$ cat config.mk
export PLATFORM = sky130hd
export DESIGN_NAME = issue_stage
export DESIGN_NICKNAME = d
export VERILOG_FILES = /design/src/rtl/issue_stage.sv
export SDC_FILE = /design/constraint.sdc
export NUM_CORES = 1
export LEC_CHECK = 0
export BUFFER_PORTS_ARGS = -buffer_cell sky130_fd_sc_hd__buf_2
export CAP_MARGIN = 25
export CORE_MARGIN = 3
export CORE_UTILIZATION = 43
export CTS_BUF_LIST = sky130_fd_sc_hd__clkbuf_16
export CTS_CLUSTER_SIZE = 16
export DETAILED_ROUTE_END_ITERATION = 10
export GPL_TIMING_DRIVEN = 0
export PLACE_DENSITY = 0.75
export SLEW_MARGIN = 20
export SYNTH_ARGS = -nofsm -noshare
export SYNTH_HDL_FRONTEND = slang
export SYNTH_SLANG_ARGS = --single-unit
$ cat constraint.sdc
create_clock -name clk -period 1.9 [get_ports clk]
set_clock_uncertainty 0.15 [all_clocks]
set_input_delay 0.285 -clock clk [delete_from_list [all_inputs] [get_ports clk]]
set_output_delay 0.285 -clock clk [all_outputs]
set_load 0.01 [all_outputs]
$ cat src/rtl/issue_stage.sv
// Issue stage: holds one decoded instruction, waits for its sources to clear,
// then moves the operands into the execute-side register and reserves rd.
module issue_stage #(
    parameter int REGISTER_DESCRIPTOR_WIDTH = 5,
    parameter int OPERAND_WIDTH             = 32,
    parameter int OPCODE_WIDTH              = 8,
    parameter int STALL_COUNT_WIDTH         = 16
) (
    input  logic                                 clk,
    input  logic                                 rst,
    input  logic                                 flush_input,
    input  logic                                 dec_valid_input,
    output logic                                 dec_ready_output,
    input  logic [OPCODE_WIDTH-1:0]              dec_opcode_input,
    input  logic [REGISTER_DESCRIPTOR_WIDTH-1:0] dec_rs0_input,
    input  logic [REGISTER_DESCRIPTOR_WIDTH-1:0] dec_rs1_input,
    input  logic [REGISTER_DESCRIPTOR_WIDTH-1:0] dec_rd_input,
    input  logic                                 dec_writes_rd_input,
    output logic [REGISTER_DESCRIPTOR_WIDTH-1:0] register_operand0_output,
    output logic [REGISTER_DESCRIPTOR_WIDTH-1:0] register_operand1_output,
    input  logic [OPERAND_WIDTH-1:0]             operand0_data_input,
    input  logic [OPERAND_WIDTH-1:0]             operand1_data_input,
    input  logic                                 reserved_input,
    output logic                                 write_reserve_output,
    output logic [REGISTER_DESCRIPTOR_WIDTH-1:0] reserve_register_output,
    output logic                                 ex_valid_output,
    input  logic                                 ex_ready_input,
    output logic [OPCODE_WIDTH-1:0]              ex_opcode_output,
    output logic [OPERAND_WIDTH-1:0]             ex_operand0_output,
    output logic [OPERAND_WIDTH-1:0]             ex_operand1_output,
    output logic [REGISTER_DESCRIPTOR_WIDTH-1:0] ex_rd_output,
    output logic                                 ex_writes_rd_output,
    output logic [STALL_COUNT_WIDTH-1:0]         stall_count_output
);
    localparam int RW = REGISTER_DESCRIPTOR_WIDTH;

    logic                     hold_valid_q, hold_valid_d;
    logic [OPCODE_WIDTH-1:0]  hold_op_q, hold_op_d;
    logic [RW-1:0]            hold_rs0_q, hold_rs0_d;
    logic [RW-1:0]            hold_rs1_q, hold_rs1_d;
    logic [RW-1:0]            hold_rd_q, hold_rd_d;
    logic                     hold_wr_q, hold_wr_d;

    logic                     ex_valid_q, ex_valid_d;
    logic [OPCODE_WIDTH-1:0]  ex_op_q, ex_op_d;
    logic [OPERAND_WIDTH-1:0] ex_a_q, ex_a_d;
    logic [OPERAND_WIDTH-1:0] ex_b_q, ex_b_d;
    logic [RW-1:0]            ex_rd_q, ex_rd_d;
    logic                     ex_wr_q, ex_wr_d;

    logic [STALL_COUNT_WIDTH-1:0] stall_q, stall_d;

    logic transfer, accept;

    assign transfer = hold_valid_q & ~reserved_input & (~ex_valid_q | ex_ready_input) & ~flush_input;
    assign dec_ready_output = (~hold_valid_q | transfer) & ~flush_input;
    assign accept = dec_valid_input & dec_ready_output;

    assign register_operand0_output = hold_valid_q ? hold_rs0_q : '0;
    assign register_operand1_output = hold_valid_q ? hold_rs1_q : '0;
    assign reserve_register_output  = hold_valid_q ? hold_rd_q : '0;
    // r0 is hardwired, so it is never reserved even when the instruction "writes" it
    assign write_reserve_output     = transfer & hold_wr_q & (hold_rd_q != '0);

    assign ex_valid_output     = ex_valid_q;
    assign ex_opcode_output    = ex_op_q;
    assign ex_operand0_output  = ex_a_q;
    assign ex_operand1_output  = ex_b_q;
    assign ex_rd_output        = ex_rd_q;
    assign ex_writes_rd_output = ex_wr_q;
    assign stall_count_output  = stall_q;

    always_comb begin
        hold_valid_d = hold_valid_q;
        hold_op_d    = hold_op_q;
        hold_rs0_d   = hold_rs0_q;
        hold_rs1_d   = hold_rs1_q;
        hold_rd_d    = hold_rd_q;
        hold_wr_d    = hold_wr_q;
        ex_valid_d   = ex_valid_q;
        ex_op_d      = ex_op_q;
        ex_a_d       = ex_a_q;
        ex_b_d       = ex_b_q;
        ex_rd_d      = ex_rd_q;
        ex_wr_d      = ex_wr_q;
        stall_d      = stall_q;

        if (flush_input) begin
            hold_valid_d = 1'b0;
            ex_valid_d   = 1'b0;
        end else begin
            if (accept) begin
                hold_valid_d = 1'b1;
                hold_op_d    = dec_opcode_input;
                hold_rs0_d   = dec_rs0_input;
                hold_rs1_d   = dec_rs1_input;
                hold_rd_d    = dec_rd_input;
                hold_wr_d    = dec_writes_rd_input;
            end else if (transfer) begin
                hold_valid_d = 1'b0;
            end

            if (transfer) begin
                ex_valid_d = 1'b1;
                ex_op_d    = hold_op_q;
                ex_a_d     = operand0_data_input;
                ex_b_d     = operand1_data_input;
                ex_rd_d    = hold_rd_q;
                ex_wr_d    = hold_wr_q;
            end else if (ex_valid_q & ex_ready_input) begin
                ex_valid_d = 1'b0;
            end
        end

        if (hold_valid_q & reserved_input & ~flush_input & ~(&stall_q))
            stall_d = stall_q + 1'b1;
    end

    always_ff @(posedge clk or negedge rst) begin
        if (!rst) begin
            hold_valid_q <= 1'b0;
            hold_op_q    <= '0;
            hold_rs0_q   <= '0;
            hold_rs1_q   <= '0;
            hold_rd_q    <= '0;
            hold_wr_q    <= 1'b0;
            ex_valid_q   <= 1'b0;
            ex_op_q      <= '0;
            ex_a_q       <= '0;
            ex_b_q       <= '0;
            ex_rd_q      <= '0;
            ex_wr_q      <= 1'b0;
            stall_q      <= '0;
        end else begin
            hold_valid_q <= hold_valid_d;
            hold_op_q    <= hold_op_d;
            hold_rs0_q   <= hold_rs0_d;
            hold_rs1_q   <= hold_rs1_d;
            hold_rd_q    <= hold_rd_d;
            hold_wr_q    <= hold_wr_d;
            ex_valid_q   <= ex_valid_d;
            ex_op_q      <= ex_op_d;
            ex_a_q       <= ex_a_d;
            ex_b_q       <= ex_b_d;
            ex_rd_q      <= ex_rd_d;
            ex_wr_q      <= ex_wr_d;
            stall_q      <= stall_d;
        end
    end
endmodule

**Word-level counts from Yosys, hierarchy flattened**

Index checks and enable logic that the tools add are counted.

- Register bits: 120
- Bits of input ports: 94

- Add/sub/neg operators: 1
- Multiplexer cells: 9
- Bitwise logic cells: 18
- Reduce and logical (&&, ||, !) cells: 6

Operator list:

| kind | number |
|---|---|
| 16-bit by 1-bit adder with 16-bit output (second input constant) | 1 |
| 16-bit AND reduction | 1 |
| 5-bit 2-to-1 mux | 3 |
| 1-bit AND | 11 |
| 1-bit 2-to-1 mux | 6 |
| 3-bit nonzero test | 2 |
| 1-bit NOT | 5 |
| 5-bit nonzero test | 1 |
| 2-bit AND reduction | 2 |
| 1-bit OR | 2 |

**Logic depth before layout (Yosys ltp)**

- Depth after elaboration: 9
- Mapped depth: 6
- Mapped depth without buffers: 5

**Worst setup path after synthesis**

No wires, ideal clock.

- Kind: reg-to-reg
- Start: reg stall_q[0] (netlist: stall_count_output[0])
- End: reg stall_q[1] (netlist: stall_count_output[1])
- Setup time: 0.128 ns
- Data arrival time: 1.632 ns
- Required time: 1.622 ns
- Path slack: -0.010 ns
- Cell stages (with the launch flop): 7
- Path buffers: 1
- Clock period less this slack: 1.910 ns
- Cell sequence: dfrtp_1 ha_1 nand4_2 nor3_2 buf_4 a21oi_2 mux2_1

- Longest elaborated chain between the ends: 3
- Elaborated cells between the ends (all ways): 4
- Classes of those cells: add/sub (1); bitwise (2); reduce/logical (1)

RTL lines:

| what | line | text |
|---|---|---|
| start, declared | 51 | `logic [STALL_COUNT_WIDTH-1:0] stall_q, stall_d;` |
| start signal, assigned | 147 | `stall_q <= stall_d;` |
| branches (longest 3 deep; another with 16-bit by 1-bit adder with 16-bit output) | n/a |  |

Parallel ways; which one is timed is not known.
A chain may end at the register's enable or synchronous reset.

**Final worst setup path**

- Start: reg ex_valid_q (netlist: ex_valid_output)
- End: out write_reserve_output

- Longest elaborated chain between the ends: 6

RTL lines:

| what | line | text |
|---|---|---|
| start, declared | 44 | `logic ex_valid_q, ex_valid_d;` |
| start signal, assigned | 141 | `ex_valid_q <= ex_valid_d;` |
| 1-bit NOT | 55 | `assign transfer = hold_valid_q & ~reserved_input & (~ex_valid_q \| ex_ready_input) & ~flush_input;` |
| 1-bit OR | 55 |  |
| 1-bit AND (2 in series) | 55 |  |
| 1-bit AND (2 in series) | 63 | `assign write_reserve_output = transfer & hold_wr_q & (hold_rd_q != '0);` |
| end, declared | 24 | `output logic write_reserve_output,` |

Every way passes these cells.

==> results.py <==
metrics = {
    "yosys": {
        "syn_area_sq_um": 4878,
        "synth_area_leader_cell": "dfrtp_1",
        "synth_nets": 418,
        "ys_ff_latch": 120,
        "ys.flop_type": "dfrtp_1",
        "ys_types": 36,
        "ys_seq_area_frac": 0.6155,
        "synth_top_cell_area_share": 0.6155,
        "synth_edf_count": 0,
        "synthArstFlopShare": 1.000,
        "yosysWarnings": 0,
        "postSynthAreaPerCell_sq_um": 15.10,
        "synth_cells": 323,
        "synth.area.top_cells": "dfrtp_1 (62%), mux2_2 (24%), and2_1 (1.9%)",
    },
    "placed_design": {
        "hpwlAfterDp_mm": 8.419,
        "gp_congestion": 0.8069,
        "io_buffers": 205,
        "dp_cells": 669,
        "place_ws_ps": -392.9,
    },
    "global_routing": {
        "grt_pass1_vias": 4367,
        "grt_first_pass_wirelength_mm": 21.69,
        "gr-total-overflow": 0,
        "antenna_found_initial": 0,
        "grtUsageTotal": 0.2177,
        "grt_max_degree": 71,
    },
    "die": {
        "start_util": 0.4442,
        "ios": 206,
        "die_y_microns": 112.5,
        "dieWidth_microns": 112.5,
        "die_area_sq_um": 12660,
        "core_sq_um": 10980,
        "rows": 38,
    },
    "finish": {
        "syn2layout_area_growth_pct": 58.63,
        "final_cells": 801,
        "final_common_cell": "buf_2",
        "regArea_sq_um": 3003,
        "diodes": 0,
        "drive_gt1_frac": 0.5582,
        "nNetsFinal": 743,
        "fillers": 734,
        "multi_input_area_sq_um": 1817,
        "mostFrequentLayoutCells": "buf_2 (203), dfrtp_1 (120), mux2_2 (103)",
    },
    "worst_setup_path": {
        "cp-start-kind": "flop",
        "path_max_fanout": 3,
        "path_class": "flop to output port",
        "crit_start": "ex_valid_output",
        "crit_arrival_ps": 1690,
        "worstSetupEndpointType": "output port",
        "required_ps": 1460,
        "crit-reg2reg-launch": "ex_valid_output",
    },
    "detailed_routing": {
        "viasPerCell": 4.864,
        "vias": 3896,
        "drc": 0,
        "drt-wirelength-per-cell_microns": 16.64,
        "wirelength_mm": 13.33,
        "drtAntennaViolNets": 0,
        "dr.pass1.iters": 4,
        "first_iter_violations": 133,
    },
    "timing": {
        "hold_viol_final": 0,
        "finalSetupViolations": 9,
        "fmax_mhz": 469.6,
        "drv_slew": 0,
        "tightestPinTransition_ps": 476.2,
        "period_minus_slack_ps": 2130,
        "rsz0062_at_grt": "yes",
        "timing.final.crit_share": 1.121,
        "slew_headroom": 0.6826,
        "setup_slack_ps": -229.6,
    },
    "clock_network": {
        "numCtsBuffers": 17,
        "clk_pin_slew_ps": 50,
        "root_buffer": "clkbuf_16",
        "htreeDepth": 4,
        "tritoncts": "yes",
        "clock_latency_ps": 410,
        "clock_tree.buffer_depth": 2,
        "cts_num_sinks": 120,
    },
    "power_and_ir_drop": {
        "peakVddDrop_mv": 0.7826,
        "p_per_area_nw_per_um2": 1089,
        "leakage_nw": 3.814,
        "total_power_w": 0.008426,
    },
    "flow_run": {
        "max_cap_viol_count": 0,
    },
    "status": {
        "violations": "setup timing",
        "outcome": "finished with violations",
    },
    "hold_path": {
        "min_from": "ex_ready_input",
        "min_path_type": "input pin to flop",
    },
}
[where the power goes]
| part | switching (W) | total [W] | internal [W] |
|---|---|---|---|
| registers | 0.000328 | 0.00345 | 0.00312 |
| logic | 0.000851 | 0.00188 | 0.00103 |
| clock network | 0.00108 | 0.00309 | 0.00201 |
[state kept, by name, indices dropped and copies added (netlist names), 5 cells and up]
register and count:
hold_op_q 8, ex_operand0_output 32, ex_opcode_output 8, stall_count_output 16
ex_operand1_output 32, hold_rd_q 5, hold_rs0_q 5, hold_rs1_q 5
ex_rd_output 5
[synth_stat cells, types with 2 or more instances]
cell       number
a21oi_2         2
a2111oi_2       2
buf_4           5
nor2_1          2
and3_1          2
a21oi_1         7
xnor2_1         4
buf_2           8
or3_1           2
nand3_1         6
mux2_2        103
nand4_1         4
inv_1           3
nand2_1         7
and2_1         15
nor2b_1         2
xor2_1         10
nor4b_4         2
dfrtp_1       120
[final timing paths]
kind | slack (ps) | depth (start not counted) | end
max | -230 | 5 | write_reserve_output
min reg2reg | 350 | 1 | ex_operand0_output[3]
min | 90 | 4 | ex_valid_output
max in group asynchronous | 660 | 3 | ex_operand0_output[7]
max reg2reg | -10 | 5 | ex_opcode_output[7]
min in group asynchronous | 240 | 2 | ex_operand0_output[30]
[cell type report]
class                      count  share of cell area
timing repair buffer         307              0.2655
sequential                   120              0.3880
clock buffer                  17             0.05497
buffer                        13             0.01407
clock inverter                15             0.01859
tap                          140             0.02264
multi-input combinational    186              0.2348
inverter                       3            0.001455
[stage by stage]
stage | hold slack, ps | utilization | cell area [sq um] | TNS [ps]
floorplan | -160.6 | - | 4882 | 0
global placement | 329.7 | 0.5539 | 6083 | -137350
detailed placement | 105.9 | 0.5570 | 6117 | -19060
CTS | 67.68 | 0.7032 | 7724 | -7476
global route | 78.90 | 0.7046 | 7739 | -6294
finish | 85.86 | 0.7046 | 7739 | -328.1
[what timing repair did]
item	4_1_cts	5_1_grt
setup buffers	7	3
hold endpoints to repair	140	0
pin swaps	3	2
setup endpoints to repair	120	113
hold buffers	92	0
gates resized for setup	18	5
[kinds of logic after synthesis]
group | Yosys count | share of synthesized area
AND/OR/NAND/NOR | 51 | 0.07284
adder cells (fa/ha/maj) | 1 | 0.002564
flip-flops | 120 | 0.6155
multiplexers | 104 | 0.2401
XOR/XNOR | 14 | 0.02513
buffers and inverters | 17 | 0.01898
AO/OA/AOI/OAI | 16 | 0.02488
[critical path, cell delays in order (launching register included)]
cell     delay [ps]
dfrtp_1         390
nor2b_4         140
nor4b_4         310
buf_6           160
o311a_1         170
buf_6           110
[metal layers]
| layer | vias up | track usage | wire, microns |
|---|---|---|---|
| met5 | - | 0 | 0 |
| met1 | 1893 | 0.2260 | 4803 |
| li1 | 1795 | - | - |
| met4 | 0 | 0.1010 | 396 |
| met3 | 37 | 0.08032 | 1071 |
| met2 | 171 | 0.3894 | 7058 |
No activity file was read; power rests on OpenSTA's default activity.
